$ cat config.mk
export PLATFORM = sky130hd
export DESIGN_NAME = turing_machine_gen
export DESIGN_NICKNAME = d
export VERILOG_FILES = /design/src/rtl/turing_machine_gen.sv
export SDC_FILE = /design/constraint.sdc
export NUM_CORES = 1
export LEC_CHECK = 0
export ABC_AREA = 1
export BUFFER_PORTS_ARGS = -buffer_cell sky130_fd_sc_hd__buf_2
export CORE_MARGIN = 5
export CORE_UTILIZATION = 30
export DETAILED_ROUTE_END_ITERATION = 8
export HOLD_SLACK_MARGIN = 0.02
export RECOVER_POWER = 100
export SKIP_CTS_REPAIR_TIMING = 1
export SLEW_MARGIN = 20
export SYNTH_ARGS = -nofsm -noshare
export SYNTH_HDL_FRONTEND = slang
export SYNTH_SLANG_ARGS = --single-unit
$ cat constraint.sdc
create_clock -name clock -period 5.1 [get_ports clock]
set_clock_uncertainty 0.05 [all_clocks]
set_input_delay 0.765 -clock clock [delete_from_list [all_inputs] [get_ports clock]]
set_output_delay 0.765 -clock clock [all_outputs]
set_load 0.05 [all_outputs]
$ cat src/rtl/turing_machine_gen.sv
// turing_machine_gen: programmable single-tape binary Turing machine.
// The transition table is loaded first, then the initial tape. After that the
// machine runs one step per button press (step mode) or one step per clock
// (free-run). An 11-cell (by default) window of the tape follows the head.
module turing_machine_gen #(
  parameter int STATE_BITS = 2,
  parameter int TAPE_LEN   = 64,
  parameter int WIN        = 5,
  parameter int CNT_BITS   = 16
) (
  input  logic                  clock,
  input  logic                  reset_n,
  input  logic [STATE_BITS+1:0] in_data,
  input  logic                  next,
  input  logic                  done,
  input  logic                  mode,
  output logic [2*WIN:0]        display_out,
  output logic [STATE_BITS-1:0] state_out,
  output logic [1:0]            phase_out,
  output logic [CNT_BITS-1:0]   step_count,
  output logic                  compute_done,
  output logic                  error
);

  localparam int EW      = STATE_BITS + 2;
  localparam int NUM_ENT = 2 * ((2 ** STATE_BITS) - 1);
  localparam int IDX_W   = STATE_BITS + 1;
  localparam int TBL_SZ  = 2 ** IDX_W;
  localparam int HEAD_W  = (TAPE_LEN > 1) ? $clog2(TAPE_LEN) : 1;
  localparam int PTR_MAX = (TAPE_LEN > NUM_ENT) ? TAPE_LEN : NUM_ENT;
  localparam int PTR_W   = $clog2(PTR_MAX + 1);
  localparam int DW      = 2 * WIN + 1;

  localparam logic [STATE_BITS-1:0] HALT_ST  = '1;
  localparam logic [PTR_W-1:0]      LAST_ENT = PTR_W'(NUM_ENT - 1);
  localparam logic [PTR_W-1:0]      TAPE_END = PTR_W'(TAPE_LEN);
  localparam logic [HEAD_W-1:0]     HEAD_MAX = HEAD_W'(TAPE_LEN - 1);
  localparam logic [CNT_BITS-1:0]   CNT_MAX  = '1;

  typedef enum logic [1:0] {
    PH_LOAD_TBL  = 2'd0,
    PH_LOAD_TAPE = 2'd1,
    PH_RUN       = 2'd2,
    PH_STOP      = 2'd3
  } phase_e;

  // Registered state. Table entries beyond NUM_ENT-1 exist only so the
  // {state, bit} index covers the full address range; they stay zero.
  phase_e                phase_q, phase_d;
  logic [STATE_BITS-1:0] state_q, state_d;
  logic [HEAD_W-1:0]     head_q, head_d;
  logic [PTR_W-1:0]      ptr_q, ptr_d;
  logic [CNT_BITS-1:0]   cnt_q, cnt_d;
  logic                  halt_q, halt_d;
  logic                  err_q, err_d;
  logic [TAPE_LEN-1:0]   tape_q, tape_d;
  logic [EW-1:0]         tbl_q [TBL_SZ];
  logic [EW-1:0]         tbl_d [TBL_SZ];
  logic [DW-1:0]         display_q, display_d;
  logic                  next_q, done_q, mode_q;
  logic                  next_ev_q, next_ev_d;
  logic                  done_ev_q, done_ev_d;

  // Combinational helpers
  logic                  rd_bit_s;
  logic [EW-1:0]         ent_s;
  logic [STATE_BITS-1:0] ent_ns_s;
  logic                  ent_dir_s;
  logic                  step_s;
  int                    cell_s;

  // Button edge detection; the event is registered so it acts one edge later.
  always_comb begin
    next_ev_d = next & ~next_q;
    done_ev_d = done & ~done_q;
  end

  // Phase sequencing, table/tape loading and the machine step itself.
  always_comb begin
    phase_d  = phase_q;
    state_d  = state_q;
    head_d   = head_q;
    ptr_d    = ptr_q;
    cnt_d    = cnt_q;
    halt_d   = halt_q;
    err_d    = err_q;
    tape_d   = tape_q;
    tbl_d    = tbl_q;
    rd_bit_s = tape_q[head_q];
    ent_s    = tbl_q[{state_q, rd_bit_s}];
    ent_ns_s = ent_s[EW-1:2];
    ent_dir_s = ent_s[1];
    step_s   = 1'b0;

    case (phase_q)
      PH_LOAD_TBL: begin
        if (next_ev_q) begin
          tbl_d[ptr_q[IDX_W-1:0]] = in_data;
          if (ptr_q == LAST_ENT) begin
            phase_d = PH_LOAD_TAPE;
            ptr_d   = '0;
          end else begin
            ptr_d = ptr_q + PTR_W'(1);
          end
        end else begin
          ptr_d = ptr_q;
        end
      end

      PH_LOAD_TAPE: begin
        // done wins over a coincident next: nothing is written
        if (done_ev_q) begin
          phase_d = PH_RUN;
          head_d  = '0;
          state_d = '0;
          ptr_d   = '0;
        end else if (next_ev_q && (ptr_q < TAPE_END)) begin
          tape_d[ptr_q[HEAD_W-1:0]] = in_data[0];
          ptr_d = ptr_q + PTR_W'(1);
        end else begin
          ptr_d = ptr_q;
        end
      end

      PH_RUN: begin
        // mode_q is one cycle behind mode, so a mode change lands next cycle
        step_s = mode_q ? 1'b1 : next_ev_q;
        if (step_s) begin
          tape_d[head_q] = ent_s[0];
          state_d        = ent_ns_s;
          if (cnt_q != CNT_MAX) begin
            cnt_d = cnt_q + CNT_BITS'(1);
          end else begin
            cnt_d = cnt_q;
          end
          if (ent_ns_s == HALT_ST) begin
            // halting outranks a simultaneous boundary violation
            phase_d = PH_STOP;
            halt_d  = 1'b1;
            if (ent_dir_s && (head_q != HEAD_MAX)) begin
              head_d = head_q + HEAD_W'(1);
            end else if (!ent_dir_s && (head_q != '0)) begin
              head_d = head_q - HEAD_W'(1);
            end else begin
              head_d = head_q;
            end
          end else if ((ent_dir_s && (head_q == HEAD_MAX)) ||
                       (!ent_dir_s && (head_q == '0))) begin
            phase_d = PH_STOP;
            err_d   = 1'b1;
          end else if (ent_dir_s) begin
            head_d = head_q + HEAD_W'(1);
          end else begin
            head_d = head_q - HEAD_W'(1);
          end
        end else begin
          head_d = head_q;
        end
      end

      PH_STOP: begin
        phase_d = PH_STOP;
      end

      default: begin
        phase_d = phase_q;
      end
    endcase
  end

  // Tape window around the post-step head: bit WIN+k shows cell head-k.
  always_comb begin
    display_d = '0;
    cell_s    = 0;
    for (int i = 0; i < DW; i++) begin
      cell_s = int'(head_d) + WIN - i;
      if ((cell_s >= 0) && (cell_s < TAPE_LEN)) begin
        display_d[i] = tape_d[cell_s[HEAD_W-1:0]];
      end else begin
        display_d[i] = 1'b0;
      end
    end
  end

  // State registers; reset clears phase, counters, flags, table and tape.
  always_ff @(posedge clock or negedge reset_n) begin
    if (!reset_n) begin
      phase_q   <= PH_LOAD_TBL;
      state_q   <= '0;
      head_q    <= '0;
      ptr_q     <= '0;
      cnt_q     <= '0;
      halt_q    <= 1'b0;
      err_q     <= 1'b0;
      tape_q    <= '0;
      display_q <= '0;
      next_q    <= 1'b0;
      done_q    <= 1'b0;
      mode_q    <= 1'b0;
      next_ev_q <= 1'b0;
      done_ev_q <= 1'b0;
      for (int i = 0; i < TBL_SZ; i++) begin
        tbl_q[i] <= '0;
      end
    end else begin
      phase_q   <= phase_d;
      state_q   <= state_d;
      head_q    <= head_d;
      ptr_q     <= ptr_d;
      cnt_q     <= cnt_d;
      halt_q    <= halt_d;
      err_q     <= err_d;
      tape_q    <= tape_d;
      display_q <= display_d;
      next_q    <= next;
      done_q    <= done;
      mode_q    <= mode;
      next_ev_q <= next_ev_d;
      done_ev_q <= done_ev_d;
      tbl_q     <= tbl_d;
    end
  end

  assign display_out  = display_q;
  assign state_out    = state_q;
  assign phase_out    = phase_q;
  assign step_count   = cnt_q;
  assign compute_done = halt_q;
  assign error        = err_q;

endmodule

==> results.py <==
metrics = {
    "timing": {
        "worst_slew_pin_slew_ps": 2590,
        "relSlewSlack_pct": -72.5,
        "slew_viol_final": 167,
        "fin_crit_ps": 4750,
        "setup_violations": 0,
        "fmax_ghz": 0.211,
        "finalHoldViolations": 0,
        "post-route-period-util_pct": 93.1,
    },
    "critical_path": {
        "crit_arrival_ps": 5050,
        "end_kind": "flop",
        "crit_type": "reg -> reg",
        "slowest_stage": "dfrtp_1",
        "cp.required_ps": 5400,
        "max_stage_delay_ps": 550,
        "cp-start-kind": "flop",
        "critical_path_peak_fanout": 9,
        "reg2reg_from": "head_q[4]",
        "crit_top_cell": "nand2_1",
        "crit_start": "head_q[4]",
    },
    "synthesis": {
        "syn_avg_cell_area_um2": 5.87,
        "netlist_area_um2": 15200,
        "synth-edff-count": 0,
        "ys_types": 54,
        "synth_ff_type": "dfrtp_1",
        "synthArstFlopShare_pct": 100,
        "synth_nets": 2633,
        "synth_top_area_share_pct": 24.2,
        "yosys-top-cells-area": "dfrtp_1 (24%), nand2_1 (23%), nand3_1 (11%)",
        "synth_top_area_cell": "dfrtp_1",
        "ys_ff_latch": 147,
        "seq_area_frac_synth_pct": 24.2,
        "syn_inst": 2587,
        "ys_warn_count": 0,
    },
    "floorplanning": {
        "start_util_pct": 30.3,
        "core_um2": 50100,
        "die_area_um2": 55200,
        "die_height_um": 235,
        "dieWidth_um": 235,
        "ios": 42,
        "fp-row-count": 82,
    },
    "clock_network": {
        "cts.sinks": 147,
        "numCtsBuffers": 17,
        "clkTransAtPathRegs_ps": 70,
        "clk_latency_ps": 480,
        "htreeDepth": 4,
        "cts_tree": "done",
        "clk_path_buf_depth": 2,
        "cts-root-buf": "clkbuf_16",
    },
    "global_routing": {
        "grt_pass1_vias": 15500,
        "overflow": 0,
        "track_usage_pct": 20.7,
        "grt_max_degree": 92,
        "antenna_found_initial": 0,
        "grt_pass1_wl_mm": 91.6,
    },
    "finish": {
        "layout.nets": 2651,
        "drive_gt1_share_pct": 7.41,
        "syn2layout_area_growth_pct": 10.5,
        "fin_util_pct": 33.5,
        "fin_area_um2": 16800,
        "antenna_cells": 0,
    },
    "route": {
        "wl_mm": 59.0,
        "via_per_inst": 5.23,
        "drt-initial-drc-count": 2222,
        "drc": 0,
        "wl_per_cell_um": 17.9,
        "firstDrtPassIters": 5,
        "vias": 17200,
        "ant_nets": 0,
    },
    "worst_hold_path": {
        "hold_start": "next_q",
        "min_path_type": "reg -> reg",
    },
    "outcome": {
        "status": "complete, but fails checks",
        "violations": "capacitance limit, slew limit",
    },
    "placed_design": {
        "place_congestion": 0.970,
        "hpwl_mm": 44.0,
        "placed_cell_area_um2": 16200,
        "port_buffers": 41,
    },
    "run": {
        "max-cap-violations": 4,
    },
}
final cells by class:
type / instances / area [um^2]
Multi-Input combinational cell: 2003 / 9660
Fill cell: 5631 / 33300
Clock buffer: 17 / 425
Tap cell: 672 / 841
Sequential cell: 147 / 3680
Inverter: 319 / 1210
Clock inverter: 15 / 184
Timing Repair Buffer: 117 / 763
registers in the layout, indices dropped and copies added, names as in the netlist:
register      count
step_count       16
next_q            1
error             1
done_q            1
mode_q            1
tbl_q            32
tape_q           64
done_ev_q         1
ptr_q             7
head_q            6
display_out      11
state_out         2
phase_out         2
next_ev_q         1
compute_done      1
metrics by stage:
stage | cells | worst slack (ps) | setup TNS (ps) | hold slack, ps
floorplan | 2587 | 27.8 | 0 | 326
global placement | 3258 | 426 | 0 | 331
detailed placement | 3258 | 383 | 0 | 334
CTS | 3290 | 358 | 0 | 327
global route | 3290 | -0.0973 | -0.0973 | 331
finish | 3290 | 350 | 0 | 341
Yosys cell counts, drive strengths merged, types with 2 or more instances:
library cell,n
nor4,3
o31ai,29
dfrtp,147
nor3,53
nand4,9
o211ai,5
a31o,2
a21oi,144
a311oi,9
or2,2
nand3,333
o21ai,191
inv,313
xor2,28
ha,37
a32o,4
clkinv,6
buf,58
or3,2
clkbuf,60
o311ai,8
nor2,159
a22oi,5
xnor2,10
a31oi,19
nand2,941
routing by layer:
metal,global-route usage [%],vias to the layer above,share of wire [%]
met2,30.7,846,42
met4,9.24,0,4.5
li1,-,8402,-
met1,29.1,7838,44
met3,4.29,128,9.1
met5,0,-,0
kinds of logic after synthesis:
kind of cell,Yosys count,synth area share [%]
AOI/OAI and AO/OA,422,15.6
xor gates and xnor gates,38,2.19
adders and majority gates,37,3.05
buffers and inverters,437,12.3
DFF,147,24.2
muxes,1,0.0742
and+or+nand+nor,1505,42.6
path summary, 6_finish.rpt:
kind | to | slack, ps | cells after the start
hold / removal | next_ev_q | 340 | 1
max in group asynchronous | tbl_q[10] | 1180 | 2
setup / recovery | display_out[9] | 350 | 30
setup reg to reg | display_out[9] | 350 | 30
hold reg to reg | next_ev_q | 340 | 1
min in group asynchronous | display_out[2] | 1000 | 1
cell usage in the layout (no fill, tap or decap), types with 5 or more instances in the layout:
master,count
o311ai_0,8
nand2_1,912
buf_2,5
o211ai_1,5
clkbuf_1,40
nand4_1,9
nand2_2,19
buf_4,67
o31ai_1,29
o21ai_2,6
a21oi_1,144
o21ai_0,125
nor2_1,148
xor2_1,28
ha_1,35
clkbuf_16,17
o21ai_1,60
nand3_2,10
xnor2_1,10
nand3_1,321
nor3_1,50
dfrtp_1,146
a311oi_1,9
a31oi_1,19
inv_2,12
nand2_4,10
inv_1,301
nor2_4,6
critical path: cells and delay by family, from the launching register on:
| kind | cells | cell delay (ps) |
|---|---|---|
| adders and majority gates | 2 | 640 |
| DFF | 1 | 550 |
| and+or+nand+nor | 21 | 2140 |
| buffers and inverters | 4 | 840 |
| AOI/OAI and AO/OA | 3 | 390 |
Power is left out: the tool's default activity adds up to more than one toggle a clock period on the data nets, which glitch-free logic cannot reach.
